`src/rtl/bin_bcd_scan_driver.sv`:
```
// Binary to packed BCD (sequential double-dabble) with a multiplexed digit scan
// for a common-cathode display. Optional leading-zero blanking: LEAD_ZERO_BLANK_EN.
module bin_bcd_scan_driver #(
   parameter int unsigned BIN_W    = 14,
   parameter int unsigned DIGITS   = 4,
   parameter int unsigned SCAN_DIV = 100000
) (
   input  logic              clk,
   input  logic              rst,
   input  logic [BIN_W-1:0]  bin_in,
   input  logic              load,
   output logic              busy,
   output logic              overflow,
   output logic [3:0]        bcd_out,
   output logic [DIGITS-1:0] an
);

   localparam int unsigned BCD_W = 4 * DIGITS;
   localparam int unsigned CW    = $clog2(BIN_W + 1);
   localparam int unsigned SW    = (SCAN_DIV > 1) ? $clog2(SCAN_DIV) : 1;
   localparam int unsigned IW    = (DIGITS > 1) ? $clog2(DIGITS) : 1;

   localparam logic [63:0]       LP_LIMIT  = 64'(10) ** DIGITS;
   localparam logic [BCD_W-1:0]  LP_NINES  = {DIGITS{4'd9}};
   localparam logic [DIGITS-1:0] LP_AN_RST = ~DIGITS'(1);

   typedef enum logic [1:0] {
      ST_IDLE,
      ST_SHIFT,
      ST_COMMIT
   } state_t;

   state_t r_state;
   state_t w_state_next;

   logic                  w_start;
   logic                  w_shift;
   logic                  w_commit;
   logic                  w_ovf_in;

   logic [BIN_W-1:0]      r_bin;
   logic [BCD_W-1:0]      r_scratch;
   logic [CW-1:0]         r_cnt;
   logic                  r_ovf;
   logic [BCD_W-1:0]      r_disp;
   logic                  r_busy;
   logic                  r_overflow;

   logic [BCD_W-1:0]      w_adj;
   logic [BCD_W+BIN_W-1:0] w_shl;

   logic [SW-1:0]         r_scan;
   logic [IW-1:0]         r_idx;
   logic [3:0]            r_bcd;
   logic [DIGITS-1:0]     r_an;

   logic [3:0]            w_nib;
   logic [DIGITS-1:0]     w_lit;
   logic [DIGITS-1:0]     w_an;
   logic                  w_seen;

   // ---------------------------------------------------------------- FSM
   always_ff @(posedge clk) begin
      if (rst) begin
         r_state <= ST_IDLE;
      end else begin
         r_state <= w_state_next;
      end
   end

   always_comb begin
      w_state_next = r_state;
      w_start      = 1'b0;
      w_shift      = 1'b0;
      w_commit     = 1'b0;
      unique case (r_state)
         ST_IDLE: begin
            if (load) begin
               w_start      = 1'b1;
               w_state_next = ST_SHIFT;
            end
         end
         ST_SHIFT: begin
            w_shift = 1'b1;
            if (r_cnt == CW'(1)) begin
               w_state_next = ST_COMMIT;
            end
         end
         ST_COMMIT: begin
            w_commit     = 1'b1;
            w_state_next = ST_IDLE;
         end
         default: begin
            w_state_next = ST_IDLE;
         end
      endcase
   end

   // ----------------------------------------------------------- datapath
   assign w_ovf_in = (64'(bin_in) >= LP_LIMIT);

   always_comb begin
      w_adj = r_scratch;
      for (int unsigned k = 0; k < DIGITS; k++) begin
         if (r_scratch[4*k +: 4] >= 4'd5) begin
            w_adj[4*k +: 4] = r_scratch[4*k +: 4] + 4'd3;
         end
      end
   end

   // The top scratch bit falls off here; only values >= 10**DIGITS lose it,
   // and those are replaced by all nines at commit.
   assign w_shl = {w_adj, r_bin} << 1;

   always_ff @(posedge clk) begin
      if (rst) begin
         r_bin      <= '0;
         r_scratch  <= '0;
         r_cnt      <= '0;
         r_ovf      <= 1'b0;
         r_disp     <= '0;
         r_busy     <= 1'b0;
         r_overflow <= 1'b0;
      end else begin
         if (w_start) begin
            r_bin     <= bin_in;
            r_scratch <= '0;
            r_cnt     <= CW'(BIN_W);
            r_ovf     <= w_ovf_in;
            r_busy    <= 1'b1;
         end else if (w_shift) begin
            r_scratch <= w_shl[BCD_W+BIN_W-1:BIN_W];
            r_bin     <= w_shl[BIN_W-1:0];
            r_cnt     <= r_cnt - CW'(1);
         end else if (w_commit) begin
            r_disp     <= r_ovf ? LP_NINES : r_scratch;
            r_overflow <= r_ovf;
            r_busy     <= 1'b0;
         end
      end
   end

   assign busy     = r_busy;
   assign overflow = r_overflow;

   // --------------------------------------------------------------- scan
`ifdef LEAD_ZERO_BLANK_EN
   always_comb begin
      w_seen = 1'b0;
      w_lit  = '0;
      for (int unsigned j = 0; j < DIGITS; j++) begin
         w_seen = w_seen | (r_disp[4*(DIGITS-1-j) +: 4] != 4'd0);
         w_lit[DIGITS-1-j] = w_seen | ((DIGITS - 1 - j) == 0);
      end
   end
`else
   always_comb begin
      w_seen = 1'b1;
      w_lit  = '1;
   end
`endif

   always_comb begin
      w_nib = 4'd0;
      w_an  = '1;
      for (int unsigned k = 0; k < DIGITS; k++) begin
         if (r_idx == IW'(k)) begin
            w_nib   = r_disp[4*k +: 4];
            w_an[k] = ~w_lit[k];
         end
      end
   end

   always_ff @(posedge clk) begin
      if (rst) begin
         r_scan <= '0;
         r_idx  <= '0;
         r_bcd  <= 4'd0;
         r_an   <= LP_AN_RST;
      end else begin
         if (r_scan == SW'(SCAN_DIV - 1)) begin
            r_scan <= '0;
            r_idx  <= (r_idx == IW'(DIGITS - 1)) ? '0 : r_idx + IW'(1);
         end else begin
            r_scan <= r_scan + SW'(1);
         end
         r_bcd <= w_nib;
         r_an  <= w_an;
      end
   end

   assign bcd_out = r_bcd;
   assign an      = r_an;

endmodule
```
`config.mk`:
```
export PLATFORM = sky130hd
export DESIGN_NAME = bin_bcd_scan_driver
export DESIGN_NICKNAME = d
export VERILOG_FILES = /design/src/rtl/bin_bcd_scan_driver.sv
export SDC_FILE = /design/constraint.sdc
export NUM_CORES = 1
export LEC_CHECK = 0
export BUFFER_PORTS_ARGS = -buffer_cell sky130_fd_sc_hd__clkbuf_2
export CORE_ASPECT_RATIO = 0.5
export CORE_UTILIZATION = 42
export DETAILED_ROUTE_END_ITERATION = 7
export SLEW_MARGIN = 10
export SYNTH_ARGS = -nofsm -noshare
export SYNTH_HDL_FRONTEND = slang
export SYNTH_SLANG_ARGS = --single-unit
```
`constraint.sdc`:
```
create_clock -name clk -period 2.6 [get_ports clk]
set_input_delay 0.52 -clock clk [delete_from_list [all_inputs] [get_ports clk]]
set_output_delay 0.52 -clock clk [all_outputs]
set_load 0.03 [all_outputs]
```
; ---- Word-level counts from Yosys, hierarchy flattened
; Index checks and enable logic that the tools add are counted.
[word_totals]
register_bits = 82
inputBits = 17
out_inout_bits = 10
elab_cells = 74
[classes]
n_addsub = 7
n_lt_le_gt_ge = 5
eq_ne = 10
muxes = 28
bitwise = 2
n_reduce_logical = 9
[ops]
columns = op, count
row1 = 4-bit two-way mux, 9
row2 = 14-bit two-way mux, 2
row3 = 17-bit by 1-bit adder with 17-bit output (second input constant), 1
row4 = 17-bit == test (second input constant), 1
row5 = 4-bit by 3-bit greater-or-equal comparator with 1-bit output (second input constant), 4
row6 = 16-bit two-way mux, 1
row7 = 14-bit greater-or-equal comparator (second input constant), 1
row8 = 4-bit by 2-bit adder with 4-bit output (second input constant), 3
row9 = 1-bit two-way mux, 11
row10 = 2-bit == test (second input constant), 3
row11 = 2-bit two-way mux, 3
row12 = 2-bit != test (second input constant), 3
row13 = 2-bit by 1-bit == test with 1-bit output (second input constant), 2
row14 = 4-bit by 1-bit == test with 1-bit output (second input constant), 1
row15 = 2-bit zero test, 2
row16 = 2-bit case mux with 2 select lines, 1
row17 = 2-bit AND reduction, 2
row18 = 2-bit nonzero test, 2
row19 = 2-bit OR reduction, 2
row20 = 4-bit by 1-bit subtractor with 4-bit output (second input constant), 1
row21 = 3-bit by 2-bit adder with 3-bit output (second input constant), 1
row22 = 3-bit two-way mux, 1
row23 = 3-bit AND reduction, 1
row24 = 2-bit by 1-bit adder with 2-bit output (second input constant), 1
row25 = 1-bit inverter, 2

; ---- Depth between registers and ports, before layout
; Gate-level depths: netlist of run 1.
[depth]
ltp_word = 5
mapped_depth = 7
ltp_nobuf = 6

; ---- Worst setup path before layout of run 1
; OpenSTA, ideal clock, no wires.
[synth_timing]
path_type = input port to flip-flop
from = input port load
to = register r_cnt[0]
setup_ns = 0.128
t_arrival_ns = 1.797
required_ns = 2.472
slack_ns = 0.675
path_stages = 5
path_buffers = 2
cell_sequence = nor3b_1 > or2_2 > clkbuf_1 > clkbuf_1 > nor2_1
[synth_between]
elab_chain_cells = 3
[synth_lines]
columns = element, line
row1 = start: declaration, 11  ; input logic load,
row2 = 1-bit two-way mux, 78  ; if (load) begin
row3 = 1-bit two-way mux, 76  ; unique case (r_state)
row4 = 2-bit OR reduction (no source line), --
row5 = end signal: assignment, 128  ; r_cnt <= CW'(BIN_W);
row6 = end signal: assignment, 134  ; r_cnt <= r_cnt - CW'(1);
row7 = end: declaration, 43  ; logic [CW-1:0] r_cnt;
; No other way between the ends.
; A chain may end at the register's enable or synchronous reset.

; ---- Worst setup path in the final report of run 1
[layout_timing]
from = register r_scan[8]
to = register r_scan[5]
[layout_between]
elab_chain_cells = 2
[layout_lines]
columns = element, line
row1 = start: declaration, 52  ; logic [SW-1:0] r_scan;
row2 = start signal: assignment, 185  ; r_scan <= r_scan + SW'(1);
row3 = 17-bit == test, 181  ; if (r_scan == SW'(SCAN_DIV - 1)) begin
row4 = 2-bit OR reduction (no source line), --
; No other way between the ends.

==> impl_metrics.yaml, run 1 <==
layout:
  syn_to_final_growth_pct: 15.1
  fin_cells: 565
  n_antenna_cell: 0
  drive_gt1_frac: 0.128
  final_net_count: 480
  area.sequential_um2: 1640
  fin_util: 0.507
  multi_input_area_um2: 1810
  fill_cells: 810
detailed_routing:
  firstDrtPassIters: 4
  detail_route.wl_per_cell_um: 13.5
  ant_nets: 0
  drc_errors: 0
  vias: 2915
  drt_iter0_markers: 170
  routed_wirelength_um: 7610
  vias_per_cell: 5.16
setup_path:
  r2r_end: "r_scan[5]$_SDFF_PP0_"
  reg2reg_depth: 4
  crit_buf_inv: 0
  crit_required_ps: 2810
  r2r_setup_slack_ps: 490
  crit_slowest_cell: "or4b_1"
  cp-end-kind: "register"
  startpoint_type: "register"
  crit_arrival_ps: 2320
  path_max_fanout: 15
  path_delay_family: "simple AND/OR/NAND/NOR gates"
  regToRegStartpoint: "r_scan[8]$_SDFF_PP0_"
  worstPathCellList: "or4b_1 > or4_4 > nand2b_1 > nor2_1"
  crit_type: "reg2reg"
  max_stage_delay_ps: 530
synth:
  yosys.area.top_type: "dfxtp_1"
  synth_top_area_frac: 0.457
  syn_inst: 426
  yosysSeqAreaShare: 0.457
  synth.distinct_cells: 38
  synth-seq-cells: 82
  synth_edf_count: 0
  syn-cell-area_um2: 3590
  avgSynthCellArea_um2: 8.42
  synthArstFlopShare: 0
  synthesis.nets: 458
  yosys_warnings: 0
  synthFlopType: "dfxtp_1"
  yosys-top-cells-area: "dfxtp_1, nand2_1, a21oi_1"
place:
  io_buffer_count: 26
  place_hpwl_um: 5230
  globalplace.congestion: 0.791
  dp.cells: 549
clock_tree:
  clockRootBuffer: "clkbuf_16"
  ctsLongestPathBuffers: 2
  cts_buffers: 9
  clk_latency_ps: 340
  htreeDepth: 3
  path_clk_slew_ps: 60
  ctsHoldBuffers: 0
  cts_sinks: 82
  cts_setup_buffers: 0
  cts_resized: 0
  cts_tree: "yes"
global_route:
  grt_usage: 0.186
  grt_start_max_net_pins: 24
  grt-ovfl-total: 0
  grt_pass1_vias: 2634
  grt_pass1_wl_um: 12800
  antenna_found_initial: 0
power:
  p_per_area_nw_per_um2: 655
  p_leak_uw: 0.00149
  irDropWorstVdd_v: 0.000308
floorplan:
  die_x_um: 133
  core_um2: 8140
  io_pins: 27
  num_rows: 23
  die_height_um: 67.4
  start_util: 0.441
  die_area_um2: 8940
worst_hold_path:
  hold_end: "r_bin[0]$_SDFFE_PP0P_"
  min_from: "bin_in[0]"
  worstHoldPathCells: 3
  hold_class: "in2reg"
timing:
  finalSetupTns_ps: 0
  clock_skew_ps: 6.25
  hold_viol: 0
  fin_crit_sh: 0.811
  rsz0062_at_grt: "no"
  max_slew.worst_pin.slew_ps: 790
  setup_viol_count_final: 0
  final_max_slew_viol_count: 0
  layout_min_cycle_time_ps: 2110
  slew_headroom: 0.471
  fmax_mhz: 474
run:
  maxCapViolCount: 0
run_status:
  outcome: "finished, final reports clean"
cells in the final DEF, fill, tap and decap left out, drive strengths merged, types with 4 or more instances in the layout:
cell and count:
nand4 8, nand3 14, inv 14, mux2i 5, or3 12, nor3 17, a22oi 12, dfxtp 82
o22ai 8, nand3b 5, a31oi 4, nand2b 10, xnor2 8, and4 4, buf 9, xor2 16
nand2 59, a21oi 42, ha 15, nor2 37, o21ai 12, clkbuf 38
registers in the layout (all words and copies together), names as in the netlist:
signal / count
r_idx: 2
r_bin: 14
r_state: 2
r_ovf: 1
r_disp: 16
busy: 1
bcd_out: 4
r_scan: 17
an: 4
r_scratch: 16
overflow: 1
r_cnt: 4
layer usage:
| layer | vias up | wire length (um) | GRT usage |
|---|---|---|---|
| met4 | 0 | 93 | 0.0690 |
| met1 | 1350 | 3930 | 0.241 |
| li1 | 1518 | - | - |
| met5 | - | 0 | 0 |
| met3 | 9 | 282 | 0.0616 |
| met2 | 38 | 3310 | 0.292 |
kinds of logic (layout without fill, tap and decap cells):
family	after synthesis	count (layout)	synth area share
simple gates	181	181	0.248
flops	82	82	0.457
compound gates	81	81	0.129
buf+inv	38	65	0.0408
xor+xnor	24	24	0.0586
fa+ha+maj	15	15	0.0523
mux	5	5	0.0139
synthesized netlist by cell type, drive strengths merged, types with 2 or more instances:
master	count
dfxtp	82
nand2	59
a21oi	42
nor2	37
clkbuf	22
nor3	17
xor2	16
ha	15
inv	14
nand3	14
a22oi	12
o21ai	12
or3	12
nand2b	10
nand4	8
o22ai	8
xnor2	8
mux2i	5
nand3b	5
a31oi	4
and4	4
and3	2
buf	2
nor2b	2
nor4	2
or2	2
or4	2
or4b	2
worst max-delay path by stage:
| stage | startpoint | slack, ps | end | depth (start not counted) |
|---|---|---|---|---|
| 2_1_floorplan | load | 680 | r_cnt[0]$_SDFFE_PP0P_ | 5 |
| 6_report | r_scan[8]$_SDFF_PP0_ | 490 | r_scan[5]$_SDFF_PP0_ | 4 |
| 3_5_place_dp | r_scan[13]$_SDFF_PP0_ | 470 | r_scan[13]$_SDFF_PP0_ | 4 |
| 5_1_grt | r_scan[0]$_SDFF_PP0_ | 330 | r_scan[0]$_SDFF_PP0_ | 5 |
| 4_1_cts | r_scan[13]$_SDFF_PP0_ | 470 | r_scan[7]$_SDFF_PP0_ | 4 |
| 3_3_place_gp | r_scan[8]$_SDFF_PP0_ | 480 | r_scan[9]$_SDFF_PP0_ | 4 |
worst reg2reg max path: cells and delay by family, from the launching register on:
family	cells	cell delay [ps]
simple gates	4	1590
flops	1	380
power by group:
| part | switching (uW) | internal, uW | leakage (uW) | total (uW) |
|---|---|---|---|---|
| clock network | 498 | 721 | 0.000141 | 1220 |
| registers | 25.6 | 1290 | 0.000665 | 1310 |
| logic | 109 | 63.8 | 0.000681 | 173 |
| total | 633 | 2070 | 0.00149 | 2710 |
metrics by stage:
step           hold slack (ps)  power (uW)  area (um^2)  worst slack, ps
2_1_floorplan              426        1450         3590              675
3_3_place_gp               437        1510         3840              484
3_5_place_dp               446        1520         3840              472
4_1_cts                    395        2740         4130              471
5_1_grt                    420        2810         4130              330
6_report                   404        2710         4130              492
area by class of cell:
cell class | count | area share
Tap cell | 112 | 0.0339
Multi-Input combinational cell | 306 | 0.438
Inverter | 14 | 0.0127
Timing Repair Buffer | 35 | 0.0478
Sequential cell | 82 | 0.397
Clock buffer | 12 | 0.0645
Clock inverter | 4 | 0.00606
Power figures use the tool's default switching activity.
==> run 2, diff against run 1 <==
Clock period 2.6 ns to 1.92 ns, I/O delays scaled along.
==> impl_metrics.yaml, run 2 (synthesized netlist as in run 1, its figures left out) <==
run_status:
  outcome: "finished with violations"
  violations: "setup timing"
setup_path:
  r2r_setup_slack_ps: -0.6
  reg2reg_depth: 4
  startpoint_type: "register"
  regToRegStartpoint: "r_scan[8]$_SDFF_PP0_"
  crit_slowest_cell: "or4_4"
  max_stage_delay_ps: 560
  crit_arrival_ps: 2190
  crit_type: "reg2reg"
  cp-end-kind: "register"
  worstPathCellList: "or4b_4 > or4_4 > or3_4 > a21oi_2"
  path_max_fanout: 3
  r2r_end: "r_idx[0]$_SDFFE_PP0N_"
  crit_required_ps: 2190
global_route:
  grt_pass1_vias: 2600
  grt_usage: 0.182
  antenna_found_initial: 0
  grt_start_max_net_pins: 23
  grt_pass1_wl_um: 12600
  grt-ovfl-total: 0
timing:
  final_max_slew_viol_count: 0
  rsz0062_at_grt: "yes"
  setup_viol_count_final: 1
  max_slew.worst_pin.slew_ps: 811
  finalSetupTns_ps: -0.623
  fmax_mhz: 521
  layout_min_cycle_time_ps: 1920
  hold_viol: 0
  fin_crit_sh: 1.00
  slew_headroom: 0.457
  setup_ws_ps: -0.623
  clock_skew_ps: 2.75
detailed_routing:
  drt_iter0_markers: 194
  vias_per_cell: 5.07
  vias: 2912
  routed_wirelength_um: 7740
  drc_errors: 0
  ant_nets: 0
  firstDrtPassIters: 4
  detail_route.wl_per_cell_um: 13.5
layout:
  syn_to_final_growth_pct: 17.6
  top_register: "r_scan"
  largest_register_ffs: 17
  drive_gt1_frac: 0.147
  final_net_count: 490
  final_cell_mix: "dfxtp_1, nand2_1, a21oi_1"
  top_regs: "r_scan x17, r_disp x16, r_scratch x16"
  n_antenna_cell: 0
  final_common_cell: "dfxtp_1"
  fin_util: 0.518
floorplan:
  num_rows: 23
  die_x_um: 133
  core_um2: 8140
  io_pins: 27
  die_height_um: 67.4
  start_util: 0.441
  die_area_um2: 8940
place:
  place_hpwl_um: 5340
  io_buffer_count: 26
  globalplace.congestion: 0.803
  pre_cts_slack_ps: 41.4
clock_tree:
  clk_latency_ps: 330
  path_clk_slew_ps: 60
  htreeDepth: 3
  cts_sinks: 82
  clockRootBuffer: "clkbuf_16"
  cts_buffers: 9
  cts_tree: "yes"
  cts_setup_buffers: 0
  ctsLongestPathBuffers: 2
worst_hold_path:
  min_from: "bin_in[0]"
  hold_end: "r_bin[0]$_SDFFE_PP0P_"
  worstHoldPathCells: 3
  hold_class: "in2reg"
power:
  p_leak_uw: 0.00155
  irDropWorstVdd_v: 0.000438
  p_per_area_nw_per_um2: 852
run:
  maxCapViolCount: 0
==> run 2: metrics by stage <==
stage | power [uW] | instance area [um^2] | cells | hold slack, ps
detailed placement | 2060 | 3940 | 559 | 447
CTS | 3650 | 4210 | 574 | 272
floorplan | 1970 | 3590 | 426 | 426
finish | 3600 | 4220 | 574 | 286
global route | 3750 | 4220 | 574 | 315
global placement | 2060 | 3940 | 559 | 439
==> run 2: worst max-delay path by stage <==
| stage | start | end | slack [ps] |
|---|---|---|---|
| after floorplan | r_scan[13]$_SDFF_PP0_ | r_idx[0]$_SDFFE_PP0N_ | 30 |
| after global placement | r_scan[13]$_SDFF_PP0_ | r_idx[0]$_SDFFE_PP0N_ | 40 |
| after detailed placement | r_scan[13]$_SDFF_PP0_ | r_idx[0]$_SDFFE_PP0N_ | 40 |
| after CTS | r_scan[13]$_SDFF_PP0_ | r_idx[0]$_SDFFE_PP0N_ | 30 |
| after global routing | r_scan[8]$_SDFF_PP0_ | r_idx[0]$_SDFFE_PP0N_ | -40 |
| final | r_scan[8]$_SDFF_PP0_ | r_idx[0]$_SDFFE_PP0N_ | -0.6 |
==> run 2: repair_timing <==
item                                    4_1_cts  5_1_grt
hold buffers                                  0        0
resized for setup                             0        2
endpoints found under the setup margin        0        2
==> run 2: worst max-delay path, delay by kind of cell, from the launching register on <==
| family | cells | cell delay [ps] |
|---|---|---|
| compound gates | 1 | 120 |
| flops | 1 | 310 |
| simple gates | 3 | 1430 |
==> run 2: cell type report <==
type	count	area (um^2)
timing repair buffer	45	298
multi-input combinational	306	1820
inverter	14	52.6
fill	802	3920
tap	112	140
clock inverter	3	15.0
sequential	82	1640
clock buffer	12	256
==> run 2: layer usage <==
layer,up-vias,global-route usage,share of wire
met5,-,0,0
met4,0,0.0690,0.012
met3,9,0.0495,0.033
met2,34,0.299,0.45
met1,1335,0.233,0.50
li1,1534,-,-
==> run 2: power by group <==
part | switching, uW | internal (uW)
Clock | 640 | 932
Combinational | 147 | 97.6
Sequential | 34.9 | 1750
Total | 822 | 2780
==> run 3, diff against run 2 <==
Settings changed: PLACE_DENSITY set to 0.66.
==> impl_metrics.yaml, run 3 (synthesized netlist as in run 1, its figures left out) <==
layout:
  top_register: "r_scan"
  drive_gt1_frac: 0.151
  largest_register_ffs: 17
  final_common_cell: "dfxtp_1"
  n_antenna_cell: 0
  syn_to_final_growth_pct: 18.6
  top_regs: "r_scan x17, r_disp x16, r_scratch x16"
  final_net_count: 490
  final_cell_mix: "dfxtp_1, nand2_1, a21oi_1"
  fin_util: 0.523
worst_hold_path:
  worstHoldPathCells: 3
  hold_end: "r_bin[0]$_SDFFE_PP0P_"
  min_from: "bin_in[0]"
  hold_class: "in2reg"
global_route:
  grt_usage: 0.183
  met1_usage: 0.222
  antenna_found_initial: 0
  grt_start_max_net_pins: 30
  grt-ovfl-total: 0
  gr-usage-met2: 0.313
  met3_usage: 0.0586
  busiest_layer: "met2"
  grt_pass1_vias: 2716
  grt_pass1_wl_um: 12600
detailed_routing:
  firstDrtPassIters: 4
  vias: 2930
  detail_route.wl_per_cell_um: 12.9
  drc_errors: 0
  vias_per_cell: 5.10
  drt_iter0_markers: 153
  routed_wirelength_um: 7420
  ant_nets: 0
timing:
  clock_skew_ps: 4.66
  setup_viol_count_final: 0
  fmax_mhz: 530
  hold_viol: 0
  max_slew.worst_pin.slew_ps: 578
  slew_headroom: 0.614
  setup_ws_ps: 32.6
  fin_crit_sh: 0.983
  layout_min_cycle_time_ps: 1890
  final_max_slew_viol_count: 0
  rsz0062_at_grt: "yes"
power:
  irDropWorstVdd_v: 0.000451
  p_leak_uw: 0.00156
  p_per_area_nw_per_um2: 906
setup_path:
  startpoint_type: "register"
  crit_arrival_ps: 2160
  crit_type: "reg2reg"
  regToRegStartpoint: "r_scan[6]$_SDFF_PP0_"
  path_max_fanout: 3
  cp-end-kind: "register"
  crit_required_ps: 2200
  crit_slowest_cell: "or4_4"
  r2r_end: "r_idx[0]$_SDFFE_PP0N_"
  r2r_setup_slack_ps: 30
  worstPathCellList: "or4b_1 > or4_4 > or3_4 > a21oi_2"
  max_stage_delay_ps: 550
  reg2reg_depth: 4
clock_tree:
  htreeDepth: 3
  ctsHoldBuffers: 0
  cts_sinks: 82
  clk_latency_ps: 340
  ctsLongestPathBuffers: 2
  cts_buffers: 9
  path_clk_slew_ps: 60
  cts_tree: "yes"
  clockRootBuffer: "clkbuf_16"
floorplan:
  die_x_um: 133
  die_area_um2: 8940
  io_pins: 27
  die_height_um: 67.4
  num_rows: 23
  start_util: 0.441
  core_um2: 8140
place:
  pre_cts_slack_ps: -1.17
  place_hpwl_um: 5130
  io_buffer_count: 26
  globalplace.congestion: 0.781
run_status:
  outcome: "finished, final reports clean"
run:
  maxCapViolCount: 0
run 3: per-stage QoR:
stage	power (uW)	cell area, um^2	instances	setup TNS (ps)	hold slack [ps]
6_report	3860	4260	575	0	278
5_1_grt	4000	4260	575	-15.7	285
4_1_cts	3900	4250	575	0	267
3_5_place_dp	2060	3930	559	-1.17	444
3_3_place_gp	2060	3930	559	0	438
2_1_floorplan	1970	3590	426	0	426
run 3: how the worst max path moves through the flow:
stage | from | to | slack, ps
floorplan | r_scan[13]$_SDFF_PP0_ | r_idx[0]$_SDFFE_PP0N_ | 30
CTS | r_scan[8]$_SDFF_PP0_ | r_idx[0]$_SDFFE_PP0N_ | 20
global placement | r_scan[13]$_SDFF_PP0_ | r_idx[0]$_SDFFE_PP0N_ | 20
detailed placement | r_scan[13]$_SDFF_PP0_ | r_idx[0]$_SDFFE_PP0N_ | -1
global route | r_scan[6]$_SDFF_PP0_ | r_idx[0]$_SDFFE_PP0N_ | -20
finish | r_scan[6]$_SDFF_PP0_ | r_idx[0]$_SDFFE_PP0N_ | 30
run 3: final cells by class:
cell class                      instances  area [um^2]
Clock buffer                           11          243
Clock inverter                          5         77.6
Fill cell                             771         3890
Inverter                               14         52.6
Multi-Input combinational cell        306         1820
Sequential cell                        82         1640
Tap cell                              112          140
Timing Repair Buffer                   45          285
run 3: critical path: cells and delay by family (launching register included):
kind	cells	cell delay, ps
AND/OR/NAND/NOR	3	1400
flip-flops	1	300
AO/OA/AOI/OAI	1	120
run 3: routing by layer:
layer  vias up  wire [um]
li1       1536          -
met1      1355       3840
met2        29       3220
met3        10        252
met4         0        107
met5         -          0
run 3: repair_timing:
item / CTS / global route
resized for setup: 1 / 2
endpoints found under the setup margin: 1 / 1
pin swaps: 1 / 1
setup buffers: 0 / 0
run 3: where the power goes:
part / total (uW) / internal (uW) / switching [uW] / leakage, uW
registers: 1780 / 1750 / 33.5 / 0.000666
logic: 241 / 96.8 / 144 / 0.000739
clock network: 1840 / 1170 / 666 / 0.000156
